**src/rtl/sram17x8_ctrl_pkg.sv**
```systemverilog
// Shared types and constants for the 17x8 asynchronous SRAM initiator.
package sram17x8_ctrl_pkg;

  // SRAM geometry
  localparam int unsigned SRAM_ADDR_W = 17;
  localparam int unsigned SRAM_DATA_W = 8;

  // Down-counter width and the largest programmable cycle count it supports
  localparam int unsigned CNT_W   = 4;
  localparam int unsigned CNT_MAX = 15;

  // Default strobe timing, shared with the board-level bootstrap loader
  localparam int unsigned DEF_RD_WAIT  = 1;
  localparam int unsigned DEF_WR_SETUP = 1;
  localparam int unsigned DEF_WR_PULSE = 1;
  localparam int unsigned DEF_WR_HOLD  = 1;

  // Controller sequencing states
  typedef enum logic [2:0] {
    ST_IDLE     = 3'd0,
    ST_RD       = 3'd1,
    ST_WR_SETUP = 3'd2,
    ST_WR_PULSE = 3'd3,
    ST_WR_HOLD  = 3'd4
  } sram_state_e;

  // Single-beat request payload as seen on the datapath side
  typedef struct packed {
    logic                   we;
    logic [SRAM_ADDR_W-1:0] addr;
    logic [SRAM_DATA_W-1:0] wdata;
  } sram_req_t;

  // Counter reload value for a phase lasting 'cycles' clocks (cycles >= 1)
  function automatic logic [CNT_W-1:0] phase_load(input int unsigned cycles);
    return CNT_W'(cycles - 1);
  endfunction

endpackage

```
**src/rtl/sram17x8_ctrl.sv**
```systemverilog
// Synchronous initiator for a 17-bit address, 8-bit data asynchronous SRAM.
// Turns single-beat valid/ready requests into N_OE / N_WE strobe sequences and
// reports completion on a one-cycle response strobe. All SRAM-side outputs are
// registered so the strobes never glitch.
module sram17x8_ctrl
  import sram17x8_ctrl_pkg::*;
#(
  parameter int unsigned ADDR_W   = SRAM_ADDR_W,
  parameter int unsigned DATA_W   = SRAM_DATA_W,
  parameter int unsigned RD_WAIT  = DEF_RD_WAIT,
  parameter int unsigned WR_SETUP = DEF_WR_SETUP,
  parameter int unsigned WR_PULSE = DEF_WR_PULSE,
  parameter int unsigned WR_HOLD  = DEF_WR_HOLD
) (
  input  logic              clk,
  input  logic              n_rst,
  input  logic              req_valid,
  output logic              req_ready,
  input  logic              req_we,
  input  logic [ADDR_W-1:0] req_addr,
  input  logic [DATA_W-1:0] req_wdata,
  output logic              rsp_valid,
  output logic [DATA_W-1:0] rsp_rdata,
  output logic [ADDR_W-1:0] sram_addr,
  output logic              sram_n_we,
  output logic              sram_n_oe,
  output logic [DATA_W-1:0] sram_wdata,
  input  logic [DATA_W-1:0] sram_rdata
);

  // Reject timing parameters the 4-bit counter cannot represent
  if (RD_WAIT > CNT_MAX) begin : g_bad_rd_wait
    $error("sram17x8_ctrl: RD_WAIT must be in 0..15");
  end
  if (WR_SETUP < 1 || WR_SETUP > CNT_MAX) begin : g_bad_wr_setup
    $error("sram17x8_ctrl: WR_SETUP must be in 1..15");
  end
  if (WR_PULSE < 1 || WR_PULSE > CNT_MAX) begin : g_bad_wr_pulse
    $error("sram17x8_ctrl: WR_PULSE must be in 1..15");
  end
  if (WR_HOLD < 1 || WR_HOLD > CNT_MAX) begin : g_bad_wr_hold
    $error("sram17x8_ctrl: WR_HOLD must be in 1..15");
  end

  // Counter reload values per phase; a phase ends when the counter reads zero
  localparam logic [CNT_W-1:0] RD_LOAD    = CNT_W'(RD_WAIT);
  localparam logic [CNT_W-1:0] SETUP_LOAD = phase_load(WR_SETUP);
  localparam logic [CNT_W-1:0] PULSE_LOAD = phase_load(WR_PULSE);
  localparam logic [CNT_W-1:0] HOLD_LOAD  = phase_load(WR_HOLD);

  sram_state_e      state;
  logic [CNT_W-1:0] cnt;
  logic             cnt_zero_c;

  assign cnt_zero_c = (cnt == '0);

  // Request sequencing: strobes, bus capture, wait counter and response
  always_ff @(posedge clk or negedge n_rst) begin
    if (!n_rst) begin
      state      <= ST_IDLE;
      cnt        <= '0;
      req_ready  <= 1'b1;
      rsp_valid  <= 1'b0;
      rsp_rdata  <= '0;
      sram_addr  <= '0;
      sram_wdata <= '0;
      sram_n_we  <= 1'b1;
      sram_n_oe  <= 1'b1;
    end else begin
      rsp_valid <= 1'b0;
      unique case (state)
        ST_IDLE: begin
          if (req_valid && req_ready) begin
            sram_addr <= req_addr;
            req_ready <= 1'b0;
            if (req_we) begin
              // N_WE stays high through the setup phase
              sram_wdata <= req_wdata;
              cnt        <= SETUP_LOAD;
              state      <= ST_WR_SETUP;
            end else begin
              sram_n_oe <= 1'b0;
              cnt       <= RD_LOAD;
              state     <= ST_RD;
            end
          end
        end
        ST_RD: begin
          if (cnt_zero_c) begin
            rsp_rdata <= sram_rdata;
            rsp_valid <= 1'b1;
            sram_n_oe <= 1'b1;
            req_ready <= 1'b1;
            state     <= ST_IDLE;
          end else begin
            cnt <= cnt - CNT_W'(1);
          end
        end
        ST_WR_SETUP: begin
          if (cnt_zero_c) begin
            sram_n_we <= 1'b0;
            cnt       <= PULSE_LOAD;
            state     <= ST_WR_PULSE;
          end else begin
            cnt <= cnt - CNT_W'(1);
          end
        end
        ST_WR_PULSE: begin
          if (cnt_zero_c) begin
            sram_n_we <= 1'b1;
            cnt       <= HOLD_LOAD;
            state     <= ST_WR_HOLD;
          end else begin
            cnt <= cnt - CNT_W'(1);
          end
        end
        ST_WR_HOLD: begin
          if (cnt_zero_c) begin
            rsp_valid <= 1'b1;
            req_ready <= 1'b1;
            state     <= ST_IDLE;
          end else begin
            cnt <= cnt - CNT_W'(1);
          end
        end
        default: begin
          sram_n_we <= 1'b1;
          sram_n_oe <= 1'b1;
          req_ready <= 1'b1;
          cnt       <= '0;
          state     <= ST_IDLE;
        end
      endcase
    end
  end

endmodule

```
**config.mk**
```make
export PLATFORM = sky130hd
export DESIGN_NAME = sram17x8_ctrl
export DESIGN_NICKNAME = d
export VERILOG_FILES = /design/src/rtl/sram17x8_ctrl_pkg.sv /design/src/rtl/sram17x8_ctrl.sv
export SDC_FILE = /design/constraint.sdc
export NUM_CORES = 1
export LEC_CHECK = 0
export BUFFER_PORTS_ARGS = -buffer_cell sky130_fd_sc_hd__buf_2
export CAP_MARGIN = 20
export CORE_UTILIZATION = 54
export CTS_BUF_LIST = sky130_fd_sc_hd__clkbuf_4
export DETAILED_ROUTE_END_ITERATION = 10
export GPL_ROUTABILITY_DRIVEN = 0
export GPL_TIMING_DRIVEN = 0
export HOLD_SLACK_MARGIN = 0.06
export PLACE_DENSITY = 0.87
export REMOVE_ABC_BUFFERS = 1
export SLEW_MARGIN = 15
export SYNTH_ARGS = -nofsm -noshare
export SYNTH_HDL_FRONTEND = slang
export SYNTH_SLANG_ARGS = --single-unit
```
**constraint.sdc**
```tcl
create_clock -name clk -period 3.7 [get_ports clk]
set_input_delay 0.185 -clock clk [delete_from_list [all_inputs] [get_ports clk]]
set_output_delay 0.185 -clock clk [all_outputs]
set_load 0.01 [all_outputs]
```
# Yosys cells after proc, flatten, opt, wreduce, memory -nomap -nowiden
# Cells that the tools add are included.
[word_totals]
ff_bits = 44
in_bits = 37
word_cells = 60
[classes]
n_addsub = 1
eq_ne = 11
n_mux = 21
bitwise_logic = 3
n_reduce_logical = 15
[op_table]
columns = ["op", "n"]
rows = [
  ["2-to-1 mux 3 bit", 4],
  ["2-to-1 mux 4 bit", 3],
  ["!= test 2 bit, second input constant", 6],
  ["one-hot mux 3 bit (4 select lines)", 1],
  ["one-hot mux 4 bit (3 select lines)", 1],
  ["one-hot mux 1 bit (3 select lines)", 3],
  ["AND reduction 3 bit", 3],
  ["2-to-1 mux 1 bit", 8],
  ["AND reduction 4 bit", 2],
  ["equality test 3 x 2 -> 1 bit, second input constant", 2],
  ["AND reduction 2 bit", 3],
  ["OR reduction 3 bit", 2],
  ["zero test 4 bit", 1],
  ["OR reduction 2 bit", 2],
  ["subtractor 4 x 1 -> 4 bit, second input constant", 1],
  ["equality test 3 x 1 -> 1 bit, second input constant", 1],
  ["equality test 3 bit, second input constant", 1],
  ["zero test 3 bit", 1],
  ["NOT 1 bit", 3],
  ["2-to-1 mux 2 bit", 1],
  ["!= test 2 x 1 -> 1 bit, second input constant", 1],
  ["logical AND 1 bit", 1],
]

# Depth between registers and ports, before layout
[depth]
depth_word = 4
mapped_depth = 8
mapped_depth_nobuf = 6

# Worst setup path after synthesis
# Ideal clock, no wire load.
[synth_path]
kind = "reg-to-reg"
start = "register cnt[0]"
end = "register rsp_rdata[0]"
setup_ns = 0.125
arrival_ns = 1.905
required_ns = 3.575
path_slack_ns = 1.670
path_stages_with_launch = 8
cell_sequence = "dfrtp_1 inv_1 ha_1 or3b_1 buf_2 or4_1 buf_4 mux2_2"
[synth_between]
elab_chain_len = 2
[synth_lines]
columns = ["element", "line", "text"]
rows = [
  ["from (decl)", "sram17x8_ctrl.sv:52", "logic [CNT_W-1:0] cnt;"],
  ["from (signal assigned)", "sram17x8_ctrl.sv:96", "cnt <= cnt - CNT_W'(1);"],
  ["from (signal assigned)", "sram17x8_ctrl.sv:105", "cnt <= cnt - CNT_W'(1);"],
  ["from (signal assigned)", "sram17x8_ctrl.sv:114", "cnt <= cnt - CNT_W'(1);"],
  ["zero test 4 bit", "sram17x8_ctrl.sv:55", "assign cnt_zero_c = (cnt == '0);"],
  ["AND reduction 2 bit (no line)", "-", ""],
  ["to (signal assigned)", "sram17x8_ctrl.sv:90", "rsp_rdata <= sram_rdata;"],
  ["to (decl)", "sram17x8_ctrl.sv:23", "output logic [DATA_W-1:0] rsp_rdata,"],
]
# Every way passes these cells.
# A chain may end at the register's enable or synchronous reset.

# Worst setup path after layout
# Ends and elaborated chain as after synthesis.

==> impl_metrics.ini <==
[run_status]
status = completed

[pwr]
power_leakage_nw = 1.31
peakVddDrop_mv = 0.524
power_mw = 2.19
power.density_nw_per_um2 = 814

[finish]
layout.nets = 288
final_cell_mix = buf_2, dfrtp_1, mux2_2, dlygate4sd3_1, nor2_1
final_cell_count_no_fill = 296
layout_commonest_cell = buf_2
area_delta_synth_final_pct = 39.5
antenna_cells = 0
final_cell_area_um2 = 2690
drive_above_1_share = 0.480

[synthesis]
yosysTopAreaCell = dfrtp_1
synthTopCellsByArea = dfrtp_1, mux2_2, dfstp_2
synth-edff-count = 0
seq_area_frac_synth = 0.573
synth_cells = 146
avgSynthCellArea_um2 = 13.2
ys.flop_type = dfrtp_1
syn_area_um2 = 1930
ys_seq_elements = 44
yosysTopAreaCellShare = 0.532
yosysWarnings = 0
synthArstFlopShare = 1.00
ys_types = 40

[floorplan]
fp.dieW_um = 61.8
dieHeight_um = 61.8
row_count = 21
io_pins = 74
die_area_um2 = 3820
initial_core_util = 0.569
core_area_um2 = 3390

[worst_setup_path]
cp_slowest_stage_delay_ns = 0.67
crit-reg2reg-launch = cnt[0]
reg2reg_to = rsp_rdata[0]
start_kind = flip-flop
crit_fanout = 9
reg2reg_depth = 5
crit_family = simple AND/OR/NAND/NOR gates
slowest_stage = or4_1
required_ns = 3.96
cp.arrival_ns = 2.72
worstSetupPathType = flip-flop to flip-flop
endpoint_kind = flip-flop
worstPathCellList = inv_1 > ha_1 > or3b_1 > or4_1 > mux2_2
critPathBufInv = 1
regToRegSetupSlack_ns = 1.23

[clock_network]
htreeDepth = 2
clk_latency_ns = 0.37
cts_tree = done
cts.repair.resized = 0
cts_buffer_depth = 2
clk_pin_slew_ns = 0.15
clockRootBuffer = clkbuf_4
cts_made_buffers = 5
clock_sinks = 44

[timing]
slew_viol_final = 0
min_period_ns = 2.47
final_hold_viol_count = 0
max_slew_margin = 0.359
finalSetupViolations = 0
max_freq_ghz = 0.405
finalCritPeriodShare = 0.667
whs_ns = 0.0721
rsz0062_at_grt = false
finalSetupTns_ns = 0
worst_pin_slew_ns = 0.960
skew_ns = 0.0198

[detailed_routing]
drc = 0
postRouteAntennaNets = 0
vias = 1625
avgRoutedWirePerCell_um = 18.2
dr.pass1.iters = 4
viasPerCell = 5.49
routed_wl_um = 5380
drt_iter0_drc = 105

[global_routing]
grt_max_degree = 45
grt-ovfl-total = 0
grt_pass1_wl_um = 7600
antenna_found_initial = 0
grt_pass1_vias = 1581
grtUsageTotal = 0.290

[min_path]
whs_path_depth = 2
hold_path_end = sram_addr[14]
min_path_type = input port to flip-flop
worstHoldStart = req_addr[14]

[place]
dp_hpwl_um = 2830
placed_cells = 257
port_buffers = 73
placed_area_um2 = 2300

[run]
cap_viol_max_count = 0
-- timing repair --
item                       CTS  global route
hold buffers                25             6
setup endpoints to repair    0             0
hold endpoints to repair    65             6
setup buffers                0             0
-- metal layers --
layer / up-vias / wire (µm) / track usage
met5: - / 0 / 0
met4: 0 / 206 / 0.140
met3: 22 / 415 / 0.0932
met2: 90 / 2640 / 0.464
met1: 778 / 2120 / 0.358
li1: 735 / - / -
-- through the flow --
stage / util / setup WS (ns)
after detailed placement: 0.679 / 1.32
after floorplan: - / 1.63
after global placement: 0.679 / 1.33
after CTS: 0.776 / 1.30
final: 0.794 / 1.23
after global routing: 0.794 / 1.11
-- how the worst max path moves through the flow --
stage / from / endpoint / depth (start not counted)
2_1_floorplan: cnt[0] / rsp_rdata[0] / 5
3_3_place_gp: state[1] / sram_wdata[4] / 4
3_5_place_dp: state[1] / sram_wdata[1] / 4
4_1_cts: cnt[0] / cnt[0] / 6
5_1_grt: cnt[0] / cnt[0] / 6
6_report: cnt[0] / rsp_rdata[0] / 5
-- synth_stat cells (2+ instances only) --
| cell type | number |
|---|---|
| dfrtp_1 | 41 |
| mux2_2 | 33 |
| nor2_1 | 9 |
| a21oi_1 | 5 |
| nor3_1 | 5 |
| inv_1 | 4 |
| nand2_1 | 4 |
| dfstp_2 | 3 |
| nand3_1 | 3 |
| a211oi_1 | 2 |
| buf_2 | 2 |
| buf_6 | 2 |
| clkbuf_1 | 2 |
| ha_1 | 2 |
| o21ai_0 | 2 |
| o22ai_1 | 2 |
| xnor2_1 | 2 |
-- cell families (layout without fill, tap and decap cells) --
| family | after synthesis | count (layout) | share of synthesized area |
|---|---|---|---|
| xor gates and xnor gates | 2 | 2 | 0.00908 |
| buffers and inverters | 12 | 116 | 0.0344 |
| DFF | 44 | 44 | 0.573 |
| adders and majority gates | 2 | 2 | 0.0130 |
| AOI/OAI and AO/OA | 20 | 20 | 0.0785 |
| muxes | 34 | 34 | 0.198 |
| and+or+nand+nor | 32 | 32 | 0.0947 |
-- report_power, final --
group / internal, mW / total [mW] / switching (mW)
clock network: 0.141 / 0.308 / 0.167
logic: 0.476 / 0.956 / 0.480
registers: 0.725 / 0.925 / 0.201
-- flip-flops by register name, summed over array words and instances (netlist names) --
register    flops
sram_wdata      8
rsp_rdata       8
sram_addr      17
sram_n_we       1
cnt             4
sram_n_oe       1
state           3
rsp_valid       1
req_ready       1
-- cell type report --
cell class | instances | area [µm²]
timing repair buffer | 104 | 676
tap | 46 | 57.6
clock buffer | 5 | 37.5
sequential | 44 | 1100
multi-input combinational | 90 | 758
fill | 181 | 698
clock inverter | 3 | 42.5
inverter | 4 | 15.0
Power figures use the tool's default switching activity.
